### src/rtl/cpu_pkg.sv
// cpu_pkg: shared select codes, select type and default widths for the ALU B-operand path
package cpu_pkg;
    typedef logic [2:0] src_b_sel_t;
    localparam src_b_sel_t SRC_B_REG      = 3'd0;
    localparam src_b_sel_t SRC_B_INC      = 3'd1;
    localparam src_b_sel_t SRC_B_SEXT     = 3'd2;
    localparam src_b_sel_t SRC_B_SEXT_SL2 = 3'd3;
    localparam src_b_sel_t SRC_B_ZEXT     = 3'd4;
    localparam int CPU_DATA_W = 32;
    localparam int CPU_IMM_W  = 16;
endpackage

### src/rtl/alu_src_b_pipe_if.sv
// alu_src_b_pipe_if: operand request/response bundle between control unit and the B-operand pipe
interface alu_src_b_pipe_if
    import cpu_pkg::*;
#(
    parameter int DATA_W = CPU_DATA_W,
    parameter int IMM_W  = CPU_IMM_W
);
    logic              flush;
    logic              in_valid;
    logic              in_ready;
    src_b_sel_t        src_sel;
    logic [DATA_W-1:0] b_in;
    logic [IMM_W-1:0]  imm_in;
    logic              out_valid;
    logic              out_ready;
    logic [DATA_W-1:0] out_data;
    logic              sel_err;
    modport master (
        output flush, in_valid, src_sel, b_in, imm_in, out_ready,
        input  in_ready, out_valid, out_data, sel_err
    );
    modport slave (
        input  flush, in_valid, src_sel, b_in, imm_in, out_ready,
        output in_ready, out_valid, out_data, sel_err
    );
endinterface

### src/rtl/alu_src_b_decode.sv
// alu_src_b_decode: combinational select/extend stage building the ALU B operand
module alu_src_b_decode
    import cpu_pkg::*;
#(
    parameter int DATA_W    = CPU_DATA_W,
    parameter int IMM_W     = CPU_IMM_W,
    parameter int INC_CONST = 4
) (
    input  src_b_sel_t        sel_i,
    input  logic [DATA_W-1:0] b_i,
    input  logic [IMM_W-1:0]  imm_i,
    output logic [DATA_W-1:0] operand_o
);
    logic [DATA_W-1:0] sext;
    // Pick the operand; codes above SRC_B_ZEXT yield zero
    always_comb begin
        sext      = {{(DATA_W-IMM_W){imm_i[IMM_W-1]}}, imm_i};
        operand_o = sel_i == SRC_B_REG      ? b_i :
                    sel_i == SRC_B_INC      ? DATA_W'(INC_CONST) :
                    sel_i == SRC_B_SEXT     ? sext :
                    sel_i == SRC_B_SEXT_SL2 ? {sext[DATA_W-3:0], 2'b00} :
                    sel_i == SRC_B_ZEXT     ? {{(DATA_W-IMM_W){1'b0}}, imm_i} :
                                              '0;
    end
endmodule

### src/rtl/alu_src_b_pipe.sv
// alu_src_b_pipe: registered ALU B-operand selector with a 1..2 entry skid buffer
// Optional illegal-select sticky flag enabled by defining ALU_SRC_B_SELCHK_EN.
module alu_src_b_pipe
    import cpu_pkg::*;
#(
    parameter int DATA_W    = CPU_DATA_W,
    parameter int IMM_W     = CPU_IMM_W,
    parameter int INC_CONST = 4,
    parameter int DEPTH     = 2
) (
    input logic               clk,
    input logic               reset,
    alu_src_b_pipe_if.slave   bus
);
    localparam int CW = $clog2(DEPTH + 1);
    logic [DATA_W-1:0] operand;
    logic [DATA_W-1:0] mem_q [DEPTH];
    logic [DATA_W-1:0] mem_d [DEPTH];
    logic [CW-1:0]     count_q, count_d, wr_idx;
    logic              push, pop;
    alu_src_b_decode #(
        .DATA_W    (DATA_W),
        .IMM_W     (IMM_W),
        .INC_CONST (INC_CONST)
    ) u_decode (
        .sel_i     (bus.src_sel),
        .b_i       (bus.b_in),
        .imm_i     (bus.imm_in),
        .operand_o (operand)
    );
    assign bus.in_ready  = count_q < CW'(DEPTH);
    assign bus.out_valid = count_q != '0;
    assign bus.out_data  = mem_q[0];
    assign push          = bus.in_valid && bus.in_ready;
    assign pop           = bus.out_valid && bus.out_ready;
    assign wr_idx        = count_q - CW'(pop);
    // Next buffer contents: head only advances when a younger entry exists, so it holds its last value when empty
    always_comb begin
        mem_d   = mem_q;
        count_d = bus.flush ? '0 : count_q + CW'(push) - CW'(pop);
        if (!bus.flush) begin
            for (int i = 0; i < DEPTH - 1; i++)
                if (pop && count_q > CW'(1)) mem_d[i] = mem_q[i+1];
            for (int i = 0; i < DEPTH; i++)
                if (push && wr_idx == CW'(i)) mem_d[i] = operand;
        end
    end
    // Buffer and occupancy registers
    always_ff @(posedge clk) begin
        if (!reset) begin
            mem_q   <= '{default: '0};
            count_q <= '0;
        end else begin
            mem_q   <= mem_d;
            count_q <= count_d;
        end
    end
`ifdef ALU_SRC_B_SELCHK_EN
    logic sel_err_q, sel_err_d;
    assign sel_err_d   = sel_err_q || (push && bus.src_sel > SRC_B_ZEXT);
    assign bus.sel_err = sel_err_q;
    // Sticky illegal-select flag, cleared only by reset
    always_ff @(posedge clk) begin
        if (!reset) sel_err_q <= 1'b0;
        else        sel_err_q <= sel_err_d;
    end
`else
    assign bus.sel_err = 1'b0;
`endif
endmodule

### src/flat_wrapper.sv
// flat-port wrapper written by rule: the top's interface ports become plain ports
module alu_src_b_pipe_flat import cpu_pkg::*;
#(
    parameter int DATA_W    = CPU_DATA_W,
    parameter int IMM_W     = CPU_IMM_W,
    parameter int INC_CONST = 4,
    parameter int DEPTH     = 2
)
  (clk, reset, bus_flush, bus_in_valid, bus_src_sel, bus_b_in, bus_imm_in, bus_out_ready, bus_in_ready, bus_out_valid, bus_out_data, bus_sel_err);
  alu_src_b_pipe_if #(.DATA_W(DATA_W), .IMM_W(IMM_W)) bus_i ();
  input logic clk;
  input logic reset;
  input wire logic [$bits(bus_i.flush)-1:0] bus_flush;
  input wire logic [$bits(bus_i.in_valid)-1:0] bus_in_valid;
  input wire logic [$bits(bus_i.src_sel)-1:0] bus_src_sel;
  input wire logic [$bits(bus_i.b_in)-1:0] bus_b_in;
  input wire logic [$bits(bus_i.imm_in)-1:0] bus_imm_in;
  input wire logic [$bits(bus_i.out_ready)-1:0] bus_out_ready;
  output wire logic [$bits(bus_i.in_ready)-1:0] bus_in_ready;
  output wire logic [$bits(bus_i.out_valid)-1:0] bus_out_valid;
  output wire logic [$bits(bus_i.out_data)-1:0] bus_out_data;
  output wire logic [$bits(bus_i.sel_err)-1:0] bus_sel_err;
  assign bus_i.flush = bus_flush;
  assign bus_i.in_valid = bus_in_valid;
  assign bus_i.src_sel = bus_src_sel;
  assign bus_i.b_in = bus_b_in;
  assign bus_i.imm_in = bus_imm_in;
  assign bus_i.out_ready = bus_out_ready;
  assign bus_in_ready = bus_i.in_ready;
  assign bus_out_valid = bus_i.out_valid;
  assign bus_out_data = bus_i.out_data;
  assign bus_sel_err = bus_i.sel_err;
  alu_src_b_pipe #(.DATA_W(DATA_W), .IMM_W(IMM_W), .INC_CONST(INC_CONST), .DEPTH(DEPTH)) u_core (.clk(clk), .reset(reset), .bus(bus_i));
endmodule
### config.mk
export PLATFORM = sky130hd
export DESIGN_NAME = alu_src_b_pipe_flat
export DESIGN_NICKNAME = d
export VERILOG_FILES = /design/src/rtl/cpu_pkg.sv /design/src/rtl/alu_src_b_pipe_if.sv /design/src/rtl/alu_src_b_decode.sv /design/src/rtl/alu_src_b_pipe.sv /design/src/flat_wrapper.sv
export SDC_FILE = /design/constraint.sdc
export NUM_CORES = 1
export LEC_CHECK = 0
export CELL_PAD_IN_SITES_DETAIL_PLACEMENT = 1
export CELL_PAD_IN_SITES_GLOBAL_PLACEMENT = 1
export CORE_ASPECT_RATIO = 0.6
export CORE_MARGIN = 8
export CORE_UTILIZATION = 39
export DETAILED_ROUTE_END_ITERATION = 10
export GPL_TIMING_DRIVEN = 0
export PLACE_DENSITY_LB_ADDON = 0.3
export RECOVER_POWER = 25
export SYNTH_ARGS = -nofsm -noshare
export SYNTH_HDL_FRONTEND = slang
export SYNTH_HIERARCHICAL = 1
export SYNTH_SLANG_ARGS = --single-unit
### constraint.sdc
create_clock -name clk -period 5.4 [get_ports clk]
set_input_delay 1.08 -clock clk [delete_from_list [all_inputs] [get_ports clk]]
set_output_delay 1.08 -clock clk [all_outputs]
set_load 0.03 [all_outputs]
==> results.md, run 1 <==
| Metric | Reported | Unit |
|---|---|---|
| 1st-pass router iterations | 4 | - |
| CTS tree | done | - |
| Portion of total power attributed to the clock network | 0.405 | - |
| DP HPWL | 10300 | um |
| Yosys synthesis warning count | 6 | - |
| Gate power share | 0.237 | - |
| Clock transition time at the flip-flop clock pins of the worst setup and hold paths | 0.06 | ns |
| Post-synth EDFFs | 0 | - |
| Vias after detailed routing | 4106 | - |
| Root buf cell | clkbuf_16 | - |
| CP Launch Type | input pin | - |
| Cell area after placement | 4910 | um^2 |
| Data required time of the worst path | 5.66 | ns |
| Dominant cells by area after synthesis | dfxtp_1 (34%), nand2_1 (11%), buf_4 (7.2%) | - |
| Fin crit period | 3.21 | ns |
| FMAX | 0.311 | GHz |
| Overall routing resource usage | 0.215 | - |
| R2r startpoint | u_core/count_q[1] | - |
| Number of cells traversed by the worst hold path | 2 | - |
| Pin count of the biggest net entering global routing | 12 | - |
| Maximum vdd ir drop | 0.178 | mV |
| Switching Fraction | 0.291 | - |
| Rows | 28 | - |
| Count of unique library cells instantiated by Yosys | 38 | - |
| Clock buffer depth | 2 | - |
| Area share of the largest cell type after synthesis | 0.342 | - |
| Final hold violation count | 0 | - |
| Worst hold path endpoint | u_core/bus.out_data[4] | - |
| Final routed wire length divided by cell count | 19.1 | um |
| Number of flip-flops and latches in the synthesized netlist | 66 | - |
| Final core area utilization | 0.535 | - |
| Switch Pwr | 429 | uW |
| Part of the total power dissipated in sequential elements | 0.358 | - |
| Layout Cell Area excl Fill | 5210 | um^2 |
| Latest clock arrival within the worst-skew pair | 0.33 | ns |
| Slew at the pin closest to its max-slew limit | 0.618 | ns |
| Average cell area after synthesis | 7.76 | um^2 |
| Die W | 145 | um |
| Depth of the CTS H-tree | 3 | - |
| FF-to-FF path depth | 8 | - |
| Worst slew slack as a fraction of its limit | 0.587 | - |
| Top cell type by total area after synthesis | dfxtp_1 | - |
| Instance count of the mapped netlist | 498 | - |
| Cell-internal power | 1.04 | mW |
| CP max FO | 10 | - |
| Clock sinks | 66 | - |
| Status | finished clean | - |
| Placer Congestion | 0.832 | - |
| Most frequent cells in the layout | nand2_1 (109), dfxtp_1 (66), clkdlybuf4s50_1 (62) | - |
| Count of pins on the block boundary | 91 | - |
| Final clock skew | 0.00707 | ns |
| Power per cell area | 283 | nW/um^2 |
| Total of cells resized after clock tree synthesis | 0 | - |
| Diodes inserted | 0 | - |
| Pins over their slew limit | 0 | - |
| Setup bufs post-CTS | 0 | - |
| Floorplan core area | 9740 | um^2 |
| Async set-or-reset flop fraction in the synthesized netlist | 0 | - |
| Leading cell type in the layout, fill and taps excluded | nand2_1 | - |
| Sequential-to-total area share from yosys stat | 0.342 | - |
| Number of vias per cell after detailed routing | 5.58 | - |
| Count of input and output buffers | 87 | - |
| Post-synthesis instance area | 3870 | um^2 |
| Area of the die | 13500 | um^2 |
| Drt drc | 0 | - |
| Ratio of final minimum period to clock period | 0.595 | - |
| Unrepaired setup endpoints after global routing | no | - |
| Initial antenna violation count | 0 | - |
| Setup tns final | 0 | ns |
| Die boundary height | 93.1 | um |
| Post-synthesis net count | 557 | - |
| Vias in the first global route | 4433 | - |
| Leakage power | 1.98 | nW |
| Layout Area Growth over Synthesis | 34.8 | % |
| Total of endpoints with negative setup slack in the final report | 0 | - |
| Number of max-capacitance violations reported | 0 | - |
| Data arrival time of the critical path | 3.48 | ns |
| Most instantiated flip-flop cell in the synthesis netlist | dfxtp_1 | - |
| Total grt overflow | 0 | - |
| Post-route ant nets | 0 | - |
| Detailed Route WL | 14100 | um |
| CP Class | input pin to register | - |
| Effective utilization at floorplan | 0.397 | - |
| Nature of the critical path endpoint | register | - |
| Setup slack on the worst flop-to-flop path | 2.72 | ns |
| Min-Delay Path Class | register to register | - |
| Cts bufs inserted | 9 | - |
| Final net count | 655 | - |
| RR Endpoint | u_core/mem_q[27] | - |
| Launch point of the worst hold path | u_core/mem_q[4] | - |
| Fraction of layout cells with a size suffix above 1 | 0.125 | - |
| Global-route wire length before repair | 22900 | um |
| Violation count after the first detailed-route iteration | 229 | - |
| Post-cts hold buffer count | 0 | - |
[area by class of cell]
type / instances / area [um^2]
Fill cell: 1196 / 4530
Multi-Input combinational cell: 345 / 2060
Sequential cell: 66 / 1320
Timing Repair Buffer: 87 / 871
Buffer: 83 / 470
Clock buffer: 11 / 253
Tap cell: 135 / 169
Clock inverter: 5 / 52.6
Inverter: 4 / 15.0
[stage by stage]
step	setup slack (ns)	std cells	hold WS [ns]	power, mW
floorplan	2.77	498	0.448	0.745
global placement	2.06	720	0.458	0.880
detailed placement	1.93	720	0.466	0.889
CTS	2.24	736	0.473	1.49
global route	2.07	736	0.488	1.53
finish	2.19	736	0.475	1.47
[cell families after synthesis]
family                     synth area share
AOI/OAI and AO/OA                     0.306
xor gates and xnor gates            0.00453
adders and majority gates           0.00971
buffers and inverters                 0.126
DFF                                   0.342
muxes                               0.00259
other                              0.000970
and+or+nand+nor                       0.208
[critical path, cell delays in order]
cell             delay, ns
clkdlybuf4s50_1       0.44
and2_1                0.17
ha_1                  0.35
nor4b_2               0.60
clkbuf_1              0.48
nand3b_1              0.18
a21boi_1              0.16
[Yosys cell counts, types with 3 or more instances]
library cell,count
nand2_1,109
dfxtp_1,66
buf_4,37
a21boi_1,36
nand3b_1,33
a31oi_1,32
o21ai_1,32
o31ai_1,32
clkbuf_1,27
a21oi_1,16
buf_2,16
o221ai_1,13
a21boi_0,8
a211oi_1,4
and3b_1,3
buf_1,3
ha_1,3
inv_1,3
[metal layers]
layer	track usage	routed length, um
met5	0	0
met4	0.0594	172
met3	0.0514	948
met2	0.345	6250
met1	0.283	6680
[power groups by stage]
stage	sequential [mW]	combinational, mW	clock, mW
3_5_place_dp	0.538	0.351	0
6_report	0.528	0.349	0.597
5_1_grt	0.530	0.375	0.624
2_1_floorplan	0.533	0.212	0
3_3_place_gp	0.537	0.343	0
4_1_cts	0.528	0.354	0.603
[how the worst max path moves through the flow]
stage | from | to | slack (ns) | depth (start not counted)
finish | bus_out_ready | u_core/mem_q[27] | 2.19 | 7
global route | bus_out_ready | u_core/mem_q[1] | 2.07 | 7
CTS | bus_out_ready | u_core/mem_q[27] | 2.24 | 7
detailed placement | bus_out_ready | u_core/mem_q[23] | 1.93 | 7
global placement | bus_out_ready | u_core/mem_q[0] | 2.06 | 7
floorplan | bus_out_ready | u_core/mem_q[10] | 2.77 | 6
[registers in the layout, indices dropped and copies added (netlist names)]
signal	count
u_core/bus.out_data	32
u_core/count_q	2
u_core/mem_q	32
Power figures use the tool's default switching activity.
==> inputs of run 2 (changes only) <==
--- a/config.mk
+++ b/config.mk
@@ -9,7 +9,7 @@
 export CELL_PAD_IN_SITES_GLOBAL_PLACEMENT = 1
 export CORE_ASPECT_RATIO = 0.6
 export CORE_MARGIN = 8
-export CORE_UTILIZATION = 39
+export CORE_UTILIZATION = 36
 export DETAILED_ROUTE_END_ITERATION = 10
 export GPL_TIMING_DRIVEN = 0
 export PLACE_DENSITY_LB_ADDON = 0.3
==> constraint.sdc (replaced) <==
create_clock -name clk -period 3.2 [get_ports clk]
set_input_delay 0.64 -clock clk [delete_from_list [all_inputs] [get_ports clk]]
set_output_delay 0.64 -clock clk [all_outputs]
set_load 0.03 [all_outputs]
==> run 2 against run 1 <==
Net effect: sequential cell count did not move; clock power rose by 64%; clock skew fell by 0.0017 ns; combinational power rose by 70%; register-to-register slack got worse by 2.0 ns; clock-buffer cell count did not move; power rose by 67%; highest routed layer unchanged; via count rose by 1.1%; first-iteration DRC count rose by 41%; hold slack improved by 0.0067 ns; non-clock buffer count did not move; largest power group unchanged.
==> results.md, run 2 (synthesis results as in run 1) <==
| Metric | Reported | Unit | Change |
|---|---|---|---|
| Clock transition time at the flip-flop clock pins of the worst setup and hold paths | 0.06 | ns | about the same |
| Rows | 29 | - | +3.6% |
| Clock sinks | 66 | - | unchanged |
| Fillers | 1272 | - | +6.4% |
| 1st-pass router iterations | 6 | - | +2 |
| Floorplan core area | 10500 | um^2 | +8.0% |
| Clock buffer depth | 2 | - | unchanged |
| Layout Area Growth over Synthesis | 34.7 | % | about the same |
| Leading cell type in the layout, fill and taps excluded | nand2_1 | - |  |
| Effective utilization at floorplan | 0.367 | - | -0.0295 |
| Fraction of layout cells with a size suffix above 1 | 0.123 | - | -0.00166 |
| Min-Delay Path Class | register to register | - |  |
| Initial antenna violation count | 0 | - | unchanged |
| Pin count of the biggest net entering global routing | 12 | - | unchanged |
| Slew at the pin closest to its max-slew limit | 0.603 | ns | -0.0152 ns |
| Final core area utilization | 0.495 | - | -0.0402 |
| Final clock skew | 0.00533 | ns | -0.00175 ns |
| Pins over their slew limit | 0 | - | unchanged |
| Final net count | 655 | - | unchanged |
| Placer Congestion | 0.848 | - | +2.0% |
| Unrepaired setup endpoints after global routing | no | - |  |
| Maximum vdd ir drop | 0.264 | mV | +48% |
| Power per cell area | 473 | nW/um^2 | +67% |
| Total of endpoints with negative setup slack in the final report | 0 | - | unchanged |
| Leakage power | 1.98 | nW | -0.10% |
| Drt drc | 0 | - | unchanged |
| Count of pins on the block boundary | 91 | - | unchanged |
| Final critical-path setup slack | 0.572 | ns | -1.61 ns |
| Setup tns final | 0 | ns | unchanged |
| Overall routing resource usage | 0.206 | - | -0.00903 |
| Data required time of the worst path | 3.46 | ns | -2.20 ns |
| Latest clock arrival within the worst-skew pair | 0.33 | ns | about the same |
| Data arrival time of the critical path | 2.89 | ns | -0.59 ns |
| CP max FO | 10 | - | unchanged |
| Total grt overflow | 0 | - | unchanged |
| Detailed Route WL | 14700 | um | +4.4% |
| DP HPWL | 11300 | um | +9.7% |
| Total of cells resized after clock tree synthesis | 0 | - | unchanged |
| Ratio of final minimum period to clock period | 0.821 | - |  |
| Vias after detailed routing | 4150 | - | +1.1% |
| Nature of the critical path endpoint | register | - |  |
| Setup bufs post-CTS | 0 | - | unchanged |
| CP Class | input pin to register | - |  |
| Post-cts hold buffer count | 0 | - | unchanged |
| Most frequent cells in the layout | nand2_1 (109), dfxtp_1 (66), clkdlybuf4s50_1 (62) | - |  |
| Area of the die | 14400 | um^2 | +7.1% |
| Number of max-capacitance violations reported | 0 | - | unchanged |
| Post-route ant nets | 0 | - | unchanged |
| Violation count after the first detailed-route iteration | 323 | - | +41% |
| Die boundary height | 96.3 | um | +3.4% |
| Fin crit period | 2.63 | ns |  |
| Status | finished clean | - |  |
| Final routed wire length divided by cell count | 19.8 | um | +3.8% |
| Root buf cell | clkbuf_16 | - |  |
| FMAX | 0.381 | GHz |  |
| Count of input and output buffers | 87 | - | unchanged |
| Diodes inserted | 0 | - | unchanged |
| Vias in the first global route | 4247 | - | -4.2% |
| CTS tree | done | - |  |
| Global-route wire length before repair | 23100 | um | +0.69% |
| Pre-CTS setup slack | 0.296 | ns | -1.64 ns |
| CP Launch Type | input pin | - |  |
| Number of vias per cell after detailed routing | 5.61 | - | +0.53% |
| Worst slew slack as a fraction of its limit | 0.598 | - | +0.0112 |
| Final hold violation count | 0 | - | unchanged |
| Cts bufs inserted | 9 | - | unchanged |
| Depth of the CTS H-tree | 3 | - | unchanged |
| Die W | 150 | um | +3.6% |
## run 2: cell types whose count changed in the layout (fill, tap and decap cells not counted), sizes merged
cell	change
clkinv	+1
clkinvlp	-1
## run 2: critical path, cell delays in order
cell and delay (ns):
clkdlybuf4s50_1 0.42, and2_1 0.17, ha_1 0.34, nor4b_2 0.52
clkbuf_1 0.46, nand3b_1 0.18, a21boi_1 0.15
## run 2: per-stage QoR
step	total power, mW	instance area [um^2]	cells	hold slack (ns)
5_1_grt	2.56	5210	740	0.494
2_1_floorplan	1.26	3870	498	0.448
3_3_place_gp	1.49	4910	724	0.465
3_5_place_dp	1.50	4910	724	0.469
4_1_cts	2.49	5210	740	0.481
6_report	2.46	5210	740	0.482
## run 2: layout make-up
type | instances | area (um^2) | share of cell area
inverter | 4 | 15.0 | 0.00288
timing repair buffer | 87 | 871 | 0.167
clock buffer | 11 | 243 | 0.0466
sequential | 66 | 1320 | 0.254
tap | 139 | 174 | 0.0334
clock inverter | 5 | 53.8 | 0.0103
buffer | 83 | 470 | 0.0903
multi-input combinational | 345 | 2060 | 0.395
## run 2: metal layers
| metal | global-route usage | share of wire | wire, um | vias to the layer above |
|---|---|---|---|---|
| li1 | - | - | - | 1950 |
| met1 | 0.288 | 0.49 | 7220 | 2045 |
| met2 | 0.311 | 0.42 | 6230 | 139 |
| met3 | 0.0498 | 0.074 | 1080 | 16 |
| met4 | 0.0562 | 0.0096 | 141 | 0 |
| met5 | 0 | 0 | 0 | - |
## run 2: power breakdown
group          internal (mW)  switching [mW]
logic                  0.256           0.336
clock network          0.621           0.359
registers              0.866          0.0262
## run 2: path summary, 6_finish.rpt
| kind | endpoint | cells after the start | start | slack, ns |
|---|---|---|---|---|
| max reg2reg | u_core/mem_q[5] | 8 | u_core/count_q[1] | 0.70 |
| min | u_core/bus.out_data[8] | 2 | u_core/mem_q[8] | 0.48 |
| max | u_core/mem_q[5] | 7 | bus_out_ready | 0.57 |
| min reg2reg | u_core/bus.out_data[8] | 2 | u_core/mem_q[8] | 0.48 |
==> inputs of run 3 (changes only) <==
==> constraint.sdc (replaced) <==
create_clock -name clk -period 2.55 [get_ports clk]
set_input_delay 0.51 -clock clk [delete_from_list [all_inputs] [get_ports clk]]
set_output_delay 0.51 -clock clk [all_outputs]
set_load 0.03 [all_outputs]
==> run 3 against run 2 <==
Net effect: combinational power rose by 26%; design area grew 0.48%; routed wire length fell by 3.2%; largest cell class unchanged; highest routed layer unchanged; sequential cell count unchanged; cell count down 0.14%; clock-buffer cell count up 1; register-to-register slack got worse by 0.56 ns; sequential power increased by 26%; die area unchanged; hold slack worse by 0.0076 ns; via count is 1.8% lower.
==> results.md, run 3 (synthesis results as in run 1) <==
| Metric | Reported | Unit | Change |
|---|---|---|---|
| Min-Delay Path Class | register to register | - |  |
| Number of max-capacitance violations reported | 0 | - | unchanged |
| Part of the total power dissipated in sequential elements | 0.355 | - | -0.007 |
| Total grt overflow | 0 | - | unchanged |
| Final critical-path setup slack | 0.0786 | ns | -0.494 ns |
| Leading cell type in the layout, fill and taps excluded | nand2_1 | - |  |
| Count of pins on the block boundary | 91 | - | unchanged |
| Switching Fraction | 0.284 | - | -0.00873 |
| Overall routing resource usage | 0.204 | - | -0.00168 |
| 1st-pass router iterations | 4 | - | -2 |
| Layout Area Growth over Synthesis | 35.3 | % |  |
| Post-route ant nets | 0 | - | unchanged |
| Pre-CTS setup slack | -0.392 | ns | -0.688 ns |
| Clock transition time at the flip-flop clock pins of the worst setup and hold paths | 0.06 | ns | about the same |
| Number of placed instances with taps included | 724 | - | unchanged |
| Fillers | 1292 | - | +1.6% |
| Data required time of the worst path | 2.76 | ns | -0.70 ns |
| Final hold violation count | 0 | - | unchanged |
| Unrepaired setup endpoints after global routing | no | - |  |
| Portion of total power attributed to the clock network | 0.409 | - | +0.011 |
| Leakage power | 1.99 | nW | +0.89% |
| Die W | 150 | um | unchanged |
| Final routed wire length divided by cell count | 19.2 | um | -3.1% |
| Maximum vdd ir drop | 0.346 | mV | +31% |
| Data arrival time of the critical path | 2.68 | ns | -0.21 ns |
| Ratio of final minimum period to clock period | 0.969 | - |  |
| Violation count after the first detailed-route iteration | 208 | - | -36% |
| Most frequent cells in the layout | nand2_1 (108), dfxtp_1 (65), clkdlybuf4s50_1 (63) | - |  |
| Power per cell area | 604 | nW/um^2 | +28% |
| Clock buffer depth | 2 | - | unchanged |
| Number of vias per cell after detailed routing | 5.51 | - | -1.7% |
| FMAX | 0.405 | GHz |  |
| Vias after detailed routing | 4075 | - | -1.8% |
| Number of cells in the finished layout apart from fillers | 739 | - | -0.14% |
| Depth of the CTS H-tree | 3 | - | unchanged |
| Pins over their slew limit | 0 | - | unchanged |
| Worst slew slack as a fraction of its limit | 0.612 | - | +0.0141 |
| Floorplan core area | 10500 | um^2 | unchanged |
| Gate power share | 0.236 | - | -0.004 |
| Rows | 29 | - | unchanged |
| Global-route wire length before repair | 23200 | um | +0.42% |
| Vias in the first global route | 4362 | - | +2.7% |
| Count of input and output buffers | 87 | - | unchanged |
| Die boundary height | 96.3 | um | unchanged |
| Detailed Route WL | 14200 | um | -3.2% |
| Diodes inserted | 0 | - | unchanged |
| CTS tree | done | - |  |
| Status | finished clean | - |  |
| Fraction of layout cells with a size suffix above 1 | 0.132 | - | +0.00854 |
| Nature of the critical path endpoint | register | - |  |
| Pin count of the biggest net entering global routing | 11 | - | -1 |
| Final clock skew | 0.00474 | ns | -0.000590 ns |
| Cts bufs inserted | 9 | - | unchanged |
| DP HPWL | 10800 | um | -4.5% |
| Clock sinks | 66 | - | unchanged |
| Slew at the pin closest to its max-slew limit | 0.582 | ns | -0.0212 ns |
| Switch Pwr | 898 | uW | +24% |
| Final core area utilization | 0.497 | - | +0.00238 |
| Placer Congestion | 0.871 | - | +2.6% |
| Drt drc | 0 | - | unchanged |
| CP max FO | 10 | - | unchanged |
| Root buf cell | clkbuf_16 | - |  |
| CP Launch Type | input pin | - |  |
| Final hold slack | 0.474 | ns | -0.00759 ns |
| Initial antenna violation count | 0 | - | unchanged |
| Fin crit period | 2.47 | ns |  |
| Final net count | 655 | - | unchanged |
| Area of the die | 14400 | um^2 | unchanged |
| Effective utilization at floorplan | 0.367 | - | unchanged |
| Latest clock arrival within the worst-skew pair | 0.33 | ns | about the same |
| Cell-internal power | 2.26 | mW | +30% |
| Post-cts hold buffer count | 0 | - | unchanged |
| CP Class | input pin to register | - |  |
| Total of endpoints with negative setup slack in the final report | 0 | - | unchanged |
==> run 3: per-stage QoR <==
step,TNS [ns],area (um^2),power [mW]
final,0,5230,3.16
after global routing,0,5230,3.28
after CTS,0,5220,3.18
after detailed placement,-12.61,4910,1.89
after global placement,-7.49,4910,1.87
after floorplan,0,3870,1.58
==> run 3: cell type report <==
type | instances | area [um^2] | share of cell area
Inverter | 4 | 15.0 | 0.00287
Buffer | 83 | 478 | 0.0913
Sequential cell | 66 | 1320 | 0.253
Timing Repair Buffer | 87 | 871 | 0.166
Multi-Input combinational cell | 345 | 2070 | 0.396
Tap cell | 139 | 174 | 0.0332
Clock inverter | 3 | 65.1 | 0.0124
Clock buffer | 12 | 236 | 0.0452
==> run 3: layer usage <==
layer  GRT usage  wire length (um)  vias up
li1            -                 -     1953
met1       0.280              6700     1971
met2       0.313              6120      133
met3      0.0540              1200       18
met4      0.0546               183        0
met5           0                 0        -
==> run 3: final timing paths <==
path                startpoint                 endpoint  slack [ns]  cells past startpoint
max              bus_out_ready         u_core/mem_q[15]        0.08                      7
min           u_core/mem_q[18]  u_core/bus.out_data[18]        0.47                      2
max reg2reg  u_core/count_q[1]         u_core/mem_q[15]        0.14                      8
min reg2reg   u_core/mem_q[18]  u_core/bus.out_data[18]        0.47                      2
==> run 3: power groups by stage <==
stage / Clock (mW) / Sequential (mW) / Combinational [mW]
floorplan: 0 / 1.13 / 0.450
global placement: 0 / 1.14 / 0.730
detailed placement: 0 / 1.14 / 0.748
CTS: 1.31 / 1.12 / 0.755
global route: 1.36 / 1.13 / 0.800
finish: 1.29 / 1.12 / 0.746
==> run 3: worst max-delay path, cell delays in order <==
cell and delay [ns]:
clkdlybuf4s50_1 0.45, and2_1 0.19, ha_1 0.37, or4b_1 0.63
clkbuf_2 0.25, o21ai_1 0.19, a21boi_1 0.09
==> run 3: what timing repair did <==
action                     in CTS  in global routing
buffers inserted                0                  0
resized for setup               1                 11
cloned                          0                  0
setup endpoints to repair       2                 53
